[src/rtl/col_parity_theta_decoder_pkg.sv]
// Shared types, widths and lane/column index helpers for the column-parity
// (theta) decoder.
//   SLICE_W   : bits per 5x5 slice
//   COL_W     : bits per column-parity vector
//   DEPTH_DEF : default slices per state
//   IDXW_DEF  : default depth index width, equal to clog2(DEPTH_DEF)
// Bit order: lane (x,y) sits at slice bit 24-(x+5y); the parity of column x
// sits at parity-vector bit 4-x.
package col_parity_theta_decoder_pkg;

  localparam int unsigned SLICE_W   = 25;
  localparam int unsigned COL_W     = 5;
  localparam int unsigned DEPTH_DEF = 64;
  localparam int unsigned IDXW_DEF  = 6;

  typedef enum logic [1:0] {
    ST_IDLE = 2'd0,
    ST_LOAD = 2'd1,
    ST_EMIT = 2'd2
  } state_t;

  // One buffered input beat: encoded slice plus the original slice's parities
  typedef struct packed {
    logic [SLICE_W-1:0] slice;
    logic [COL_W-1:0]   par;
  } beat_t;

  // Slice bit position of lane (x,y)
  function automatic logic [4:0] lane_bit(int unsigned x, int unsigned y);
    return 5'(24 - (x + 5 * y));
  endfunction

  // Parity-vector bit position of column x
  function automatic logic [2:0] col_bit(int unsigned x);
    return 3'(4 - x);
  endfunction

endpackage

[src/rtl/col_parity_theta_undo.sv]
// Combinational theta inverse for one slice.
//   slice     : encoded slice a'[z]
//   par_cur   : column parities C[z] of the original slice
//   par_prev  : column parities C[z-1] (wrapped)
//   slice_out : decoded slice a[z]
//   par_out   : column parities of slice_out (consumed by the optional checker)
module col_parity_theta_undo
  import col_parity_theta_decoder_pkg::*;
(
  input  logic [SLICE_W-1:0] slice,
  input  logic [COL_W-1:0]   par_cur,
  input  logic [COL_W-1:0]   par_prev,
  output logic [SLICE_W-1:0] slice_out,
  output logic [COL_W-1:0]   par_out
);

  logic [COL_W-1:0] col_mask;

  // Per-column flip: left neighbour in this slice, right neighbour in the previous one
  always_comb begin
    col_mask = '0;
    for (int unsigned x = 0; x < 5; x++) begin
      col_mask[col_bit(x)] = par_cur[col_bit((x + 4) % 5)] ^ par_prev[col_bit((x + 1) % 5)];
    end
  end

  // Apply the column mask to every row and recompute the resulting column parities
  always_comb begin
    slice_out = slice;
    par_out   = '0;
    for (int unsigned x = 0; x < 5; x++) begin
      for (int unsigned y = 0; y < 5; y++) begin
        slice_out[lane_bit(x, y)] = slice[lane_bit(x, y)] ^ col_mask[col_bit(x)];
        par_out[col_bit(x)]       = par_out[col_bit(x)] ^ slice_out[lane_bit(x, y)];
      end
    end
  end

endmodule

[src/rtl/col_parity_theta_decoder.sv]
// Column-parity (theta) decoder: buffers one full 5x5xDEPTH state streamed as
// slices with their column-parity vectors, then emits the decoded slices in z
// order with valid/ready handshaking.
// Optional feature macro: PARITY_CHECK_EN -- recompute the decoded slice's
// column parities and flag m_err when they differ from the supplied C[z].
// Ports:
//   clk, rst_n              clock, synchronous active-low reset
//   s_valid/s_ready         input handshake
//   s_slice, s_par          encoded slice a'[z] and original parities C[z]
//   m_valid/m_ready         output handshake
//   m_slice, m_depth        decoded slice a[z] and its z
//   m_last                  marks z = DEPTH-1
//   m_err                   parity mismatch on this beat (0 without the macro)
module col_parity_theta_decoder
  import col_parity_theta_decoder_pkg::*;
#(
  parameter int unsigned DEPTH = DEPTH_DEF,
  parameter int unsigned IDXW  = IDXW_DEF
) (
  input  logic               clk,
  input  logic               rst_n,
  input  logic               s_valid,
  output logic               s_ready,
  input  logic [SLICE_W-1:0] s_slice,
  input  logic [COL_W-1:0]   s_par,
  output logic               m_valid,
  input  logic               m_ready,
  output logic [SLICE_W-1:0] m_slice,
  output logic [IDXW-1:0]    m_depth,
  output logic               m_last,
  output logic               m_err
);

  localparam logic [IDXW-1:0] LAST_IDX = IDXW'(DEPTH - 1);

  state_t             state_q, state_d;
  logic [IDXW-1:0]    wr_idx_q, wr_idx_d;
  logic [IDXW-1:0]    rd_idx_q, rd_idx_d;
  logic               rd_done_q, rd_done_d;
  logic               s_ready_q, s_ready_d;
  logic               m_valid_q, m_valid_d;
  logic [SLICE_W-1:0] m_slice_q, m_slice_d;
  logic [IDXW-1:0]    m_depth_q, m_depth_d;
  logic               m_last_q, m_last_d;
  logic               m_err_q, m_err_d;

  logic               wr_en;
  logic [IDXW-1:0]    wr_addr;
  beat_t              mem_q [DEPTH];

  logic [IDXW-1:0]    prev_idx;
  beat_t              cur_beat, prev_beat;
  logic [SLICE_W-1:0] dec_slice;
  logic [COL_W-1:0]   dec_par;
  logic               err_c;
  logic               s_xfer, m_xfer;

  assign s_xfer = s_valid & s_ready_q;
  assign m_xfer = m_valid_q & m_ready;

  // z=0 pairs with the last slice of the state (wrap)
  assign prev_idx  = (rd_idx_q == '0) ? LAST_IDX : rd_idx_q - 1'b1;
  assign cur_beat  = mem_q[rd_idx_q];
  assign prev_beat = mem_q[prev_idx];

  col_parity_theta_undo u_undo (
    .slice     (cur_beat.slice),
    .par_cur   (cur_beat.par),
    .par_prev  (prev_beat.par),
    .slice_out (dec_slice),
    .par_out   (dec_par)
  );

`ifdef PARITY_CHECK_EN
  assign err_c = (dec_par != cur_beat.par);
`else
  logic unused_par;
  assign unused_par = ^dec_par;
  assign err_c      = 1'b0;
`endif

  // Next-state, counters and output-register loads
  always_comb begin
    state_d   = state_q;
    wr_idx_d  = wr_idx_q;
    rd_idx_d  = rd_idx_q;
    rd_done_d = rd_done_q;
    m_valid_d = m_valid_q;
    m_slice_d = m_slice_q;
    m_depth_d = m_depth_q;
    m_last_d  = m_last_q;
    m_err_d   = m_err_q;
    wr_en     = 1'b0;
    wr_addr   = wr_idx_q;

    unique case (state_q)
      ST_IDLE: begin
        if (s_xfer) begin
          wr_en    = 1'b1;
          wr_addr  = '0;
          wr_idx_d = IDXW'(1);
          state_d  = ST_LOAD;
        end
      end
      ST_LOAD: begin
        if (s_xfer) begin
          wr_en = 1'b1;
          if (wr_idx_q == LAST_IDX) begin
            wr_idx_d  = '0;
            rd_idx_d  = '0;
            rd_done_d = 1'b0;
            state_d   = ST_EMIT;
          end else begin
            wr_idx_d = wr_idx_q + 1'b1;
          end
        end
      end
      ST_EMIT: begin
        if (m_xfer) begin
          m_valid_d = 1'b0;
          if (m_last_q) begin
            state_d = ST_IDLE;
          end
        end
        // Refill the output register when it is empty or draining this cycle
        if (!rd_done_q && (!m_valid_q || m_ready)) begin
          m_valid_d = 1'b1;
          m_slice_d = dec_slice;
          m_depth_d = rd_idx_q;
          m_last_d  = (rd_idx_q == LAST_IDX);
          m_err_d   = err_c;
          if (rd_idx_q == LAST_IDX) begin
            rd_idx_d  = '0;
            rd_done_d = 1'b1;
          end else begin
            rd_idx_d = rd_idx_q + 1'b1;
          end
        end
      end
      default: state_d = ST_IDLE;
    endcase

    s_ready_d = (state_d != ST_EMIT);
  end

  // State and output registers
  always_ff @(posedge clk) begin
    if (!rst_n) begin
      state_q   <= ST_IDLE;
      wr_idx_q  <= '0;
      rd_idx_q  <= '0;
      rd_done_q <= 1'b0;
      s_ready_q <= 1'b0;
      m_valid_q <= 1'b0;
      m_slice_q <= '0;
      m_depth_q <= '0;
      m_last_q  <= 1'b0;
      m_err_q   <= 1'b0;
    end else begin
      state_q   <= state_d;
      wr_idx_q  <= wr_idx_d;
      rd_idx_q  <= rd_idx_d;
      rd_done_q <= rd_done_d;
      s_ready_q <= s_ready_d;
      m_valid_q <= m_valid_d;
      m_slice_q <= m_slice_d;
      m_depth_q <= m_depth_d;
      m_last_q  <= m_last_d;
      m_err_q   <= m_err_d;
    end
  end

  // State buffer; contents are only read after a complete load, so no reset
  always_ff @(posedge clk) begin
    if (wr_en) begin
      mem_q[wr_addr] <= '{slice: s_slice, par: s_par};
    end
  end

  assign s_ready = s_ready_q;
  assign m_valid = m_valid_q;
  assign m_slice = m_slice_q;
  assign m_depth = m_depth_q;
  assign m_last  = m_last_q;
  assign m_err   = m_err_q;

endmodule

[config.mk]
export PLATFORM = sky130hd
export DESIGN_NAME = col_parity_theta_decoder
export DESIGN_NICKNAME = d
export VERILOG_FILES = /design/src/rtl/col_parity_theta_decoder_pkg.sv /design/src/rtl/col_parity_theta_undo.sv /design/src/rtl/col_parity_theta_decoder.sv
export SDC_FILE = /design/constraint.sdc
export NUM_CORES = 2
export LEC_CHECK = 0
export BUFFER_PORTS_ARGS = -buffer_cell sky130_fd_sc_hd__buf_4
export CAP_MARGIN = 20
export CORE_ASPECT_RATIO = 0.8
export CORE_MARGIN = 1.5
export CORE_UTILIZATION = 55
export DETAILED_ROUTE_END_ITERATION = 8
export PLACE_DENSITY_LB_ADDON = 0.12
export SLEW_MARGIN = 20
export SYNTH_ARGS = -nofsm -noshare
export SYNTH_HDL_FRONTEND = slang
export SYNTH_HIERARCHICAL = 1
export SYNTH_SLANG_ARGS = --single-unit
[constraint.sdc]
create_clock -name clk -period 3.6 [get_ports clk]
set_clock_uncertainty 0.15 [all_clocks]
set_input_delay 0.36 -clock clk [delete_from_list [all_inputs] [get_ports clk]]
set_output_delay 0.36 -clock clk [all_outputs]
set_load 0.01 [all_outputs]
==> out/results.txt <==
outcome = complete, no violations
IO Pins = 69
Critical Path Stages = 10
die area = 145000 µm²
largest net degree at the start of global routing = 65
post-route minimum period = 3600 ps
cell count of the worst reg-to-reg path = 10
critical path class = reg2reg
Leakage = 27.5 nW
CTS tree = yes
most used cell, CP = mux4_2
total number of vias = 40649
top sig layer = met5
Via density = 6.81
Int Power = 35.6 mW
Final #Nets = 3974
core area = 141000 µm²
Inserted Clock Buffers = 183
CP max FO = 15
CP Cell Sequence = buf_4 -> buf_16 -> buf_16 -> mux4_2 -> mux4_2 -> mux4_2 -> xnor3_1 -> inv_1 -> nand2_1 -> a21boi_2
drt pass-1 iters = 6
Placed Cells = 5571
Avg Cell Area, Syn = 22.2 µm²
Hold Crit Class = in2reg
Core Util, Final = 64.6%
Slew @ Worst Pin = 981 ps
CTS Sinks = 1975
first-pass GRT wire length = 308000 µm
post-route ant nets = 0
WL met2 = 103000 µm
DP Area = 84400 µm²
Slew headroom = 34.4%
clock tree buffer depth = 3
Final Hold Fails = 0
drt drc = 0
Final Cell Area = 91000 µm²
Reg-to-Reg End = m_slice[0]
Area Growth Syn to Fin = 16.1%
Clk Latency, worst-skew pair = 830 ps
number of global-route vias before repair = 40306
Post-Syn Area = 78400 µm²
met3 WL post-DR = 23500 µm
Die Span Y = 341 µm
wire per inst = 37.0 µm
clock share of power = 41.8%
Final HPWL DP = 130000 µm
Final Max Tran Viols = 0
Worst Hold Slack = 198 ps
Max VDD drop = 0.000450 V
input/output buffers = 67
cell count after synthesis = 3535
CTS clk-pin slew, worst paths = 70 ps
final period utilization = 100%
Worst Setup EP = m_slice[0]
share of layout cells above drive strength 1 = 34.6%
crit end category = flop
DRT met1 WL = 87900 µm
syn nets = 3573
Placer Congestion = 0.959
WP data required = 4220 ps
Worst path slowest cell = mux4_2
H-tree depth = 4
CTS root buffer = clkbuf_16
Logic pwr share = 1.4%
Routed WL = 221000 µm
GR Util All Layers = 30.8%
CP Buf/Inv Count = 4
initial antenna violation count = 24
Max stage delay on crit path = 640 ps
die width = 425 µm
Max Cap Viol = 0
R2R setup slack = 1 ps
cell family with the largest share of critical-path delay = multiplexers
global route total overflow = 0
min setup slack post-route = 1.20 ps
critical path arrival = 4220 ps
Yosys warning count = 6
PwrDens = 488 nW/µm²
Non-Filler Instances = 5967
Final Setup Violations = 0
Place WS = -286 ps
sequential share of power = 56.8%
Max Fclk = 0.278 GHz
# fillers = 9207
initial DRC count = 6216
Initial Util = 55.6%
row cnt = 123
switching power = 8.78 mW
critical path launch point type = flop
sw frac = 19.8%
==> routing by layer <==
layer	GRT usage, %	up-vias
li1	-	15827
met5	0	-
met3	5.97	352
met1	46.5	22011
met4	9.21	6
met2	46.5	2453
==> stage by stage <==
| stage | total power, mW | TNS [ps] |
|---|---|---|
| after floorplan | 25.8 | 0 |
| after global placement | 26.2 | -1060 |
| after detailed placement | 26.3 | -2200 |
| after CTS | 44.7 | 0 |
| after global routing | 45.6 | -92.9 |
| final | 44.4 | 0 |
==> worst min path at each step <==
stage	from	endpoint	slack [ps]	depth (start not counted)
3_3_place_gp	m_depth[5]	m_depth[5]	320	2
4_1_cts	s_valid	state_q[0]	160	3
2_1_floorplan	s_par[0]	mem_q[0][0]	310	0
3_5_place_dp	m_depth[5]	m_depth[5]	330	2
5_1_grt	s_valid	state_q[0]	220	3
6_report	s_valid	state_q[0]	200	3
==> state kept, by name, indices dropped and copies added, names as in the netlist, named ones only <==
signal,cells
rd_idx_q,6
wr_idx_q,6
s_ready,1
m_slice,25
m_last,1
m_valid,1
state_q,2
rd_done_q,1
mem_q,1920
m_depth,6
==> power groups by stage <==
| stage | logic [mW] | registers, mW | clock network [mW] |
|---|---|---|---|
| after floorplan | 0.110 | 25.7 | 0 |
| after global placement | 0.518 | 25.7 | 0 |
| after detailed placement | 0.558 | 25.7 | 0 |
| after CTS | 0.594 | 25.2 | 18.8 |
| after global routing | 0.639 | 25.2 | 19.7 |
| final | 0.601 | 25.2 | 18.6 |
==> cell type report <==
cell class / instances / area [µm²] / share of cell area [%]
Sequential cell: 1975 / 58800 / 64.6
Clock inverter: 97 / 729 / 0.801
Clock buffer: 241 / 4930 / 5.42
Multi-Input combinational cell: 1350 / 19600 / 21.5
Tap cell: 1875 / 2350 / 2.58
Inverter: 9 / 36.3 / 0.0399
Timing Repair Buffer: 417 / 4600 / 5.05
Antenna cell: 3 / 7.51 / 0.00825
==> worst min-delay path, delay by kind of cell <==
family | cells | cell delay (ps)
buffers and inverters | 2 | 660
AOI/OAI and AO/OA | 1 | 110
==> placed cells by master (no fill, tap or decap), types with 6 or more instances in the layout <==
cell / instances
a21boi_0: 26
a21boi_1: 6
a21oi_1: 36
a221oi_1: 11
a32oi_1: 16
buf_12: 93
buf_4: 272
buf_6: 7
bufinv_16: 9
clkbuf_1: 49
clkbuf_16: 192
clkinv_1: 38
clkinv_2: 35
dfxtp_1: 46
dlygate4sd3_1: 34
edfxtp_1: 1920
inv_1: 7
inv_6: 9
mux2_2: 7
mux2i_1: 82
mux4_2: 638
nand2_1: 203
nand3_1: 24
nand4_1: 8
nor2_1: 31
nor2_4: 64
nor2b_1: 14
nor3_1: 6
o21ai_0: 10
o22ai_1: 10
xnor2_1: 20
==> what timing repair did <==
item / 4_1_cts / 5_1_grt
pin swaps: 3 / 7
hold buffers: 34 / 0
gates resized for setup: 25 / 55
endpoints found under the setup margin: 23 / 25
endpoints found under the hold margin: 1925 / 0
setup buffers: 6 / 10
gates cloned: 0 / 5
Power figures use the tool's default switching activity.
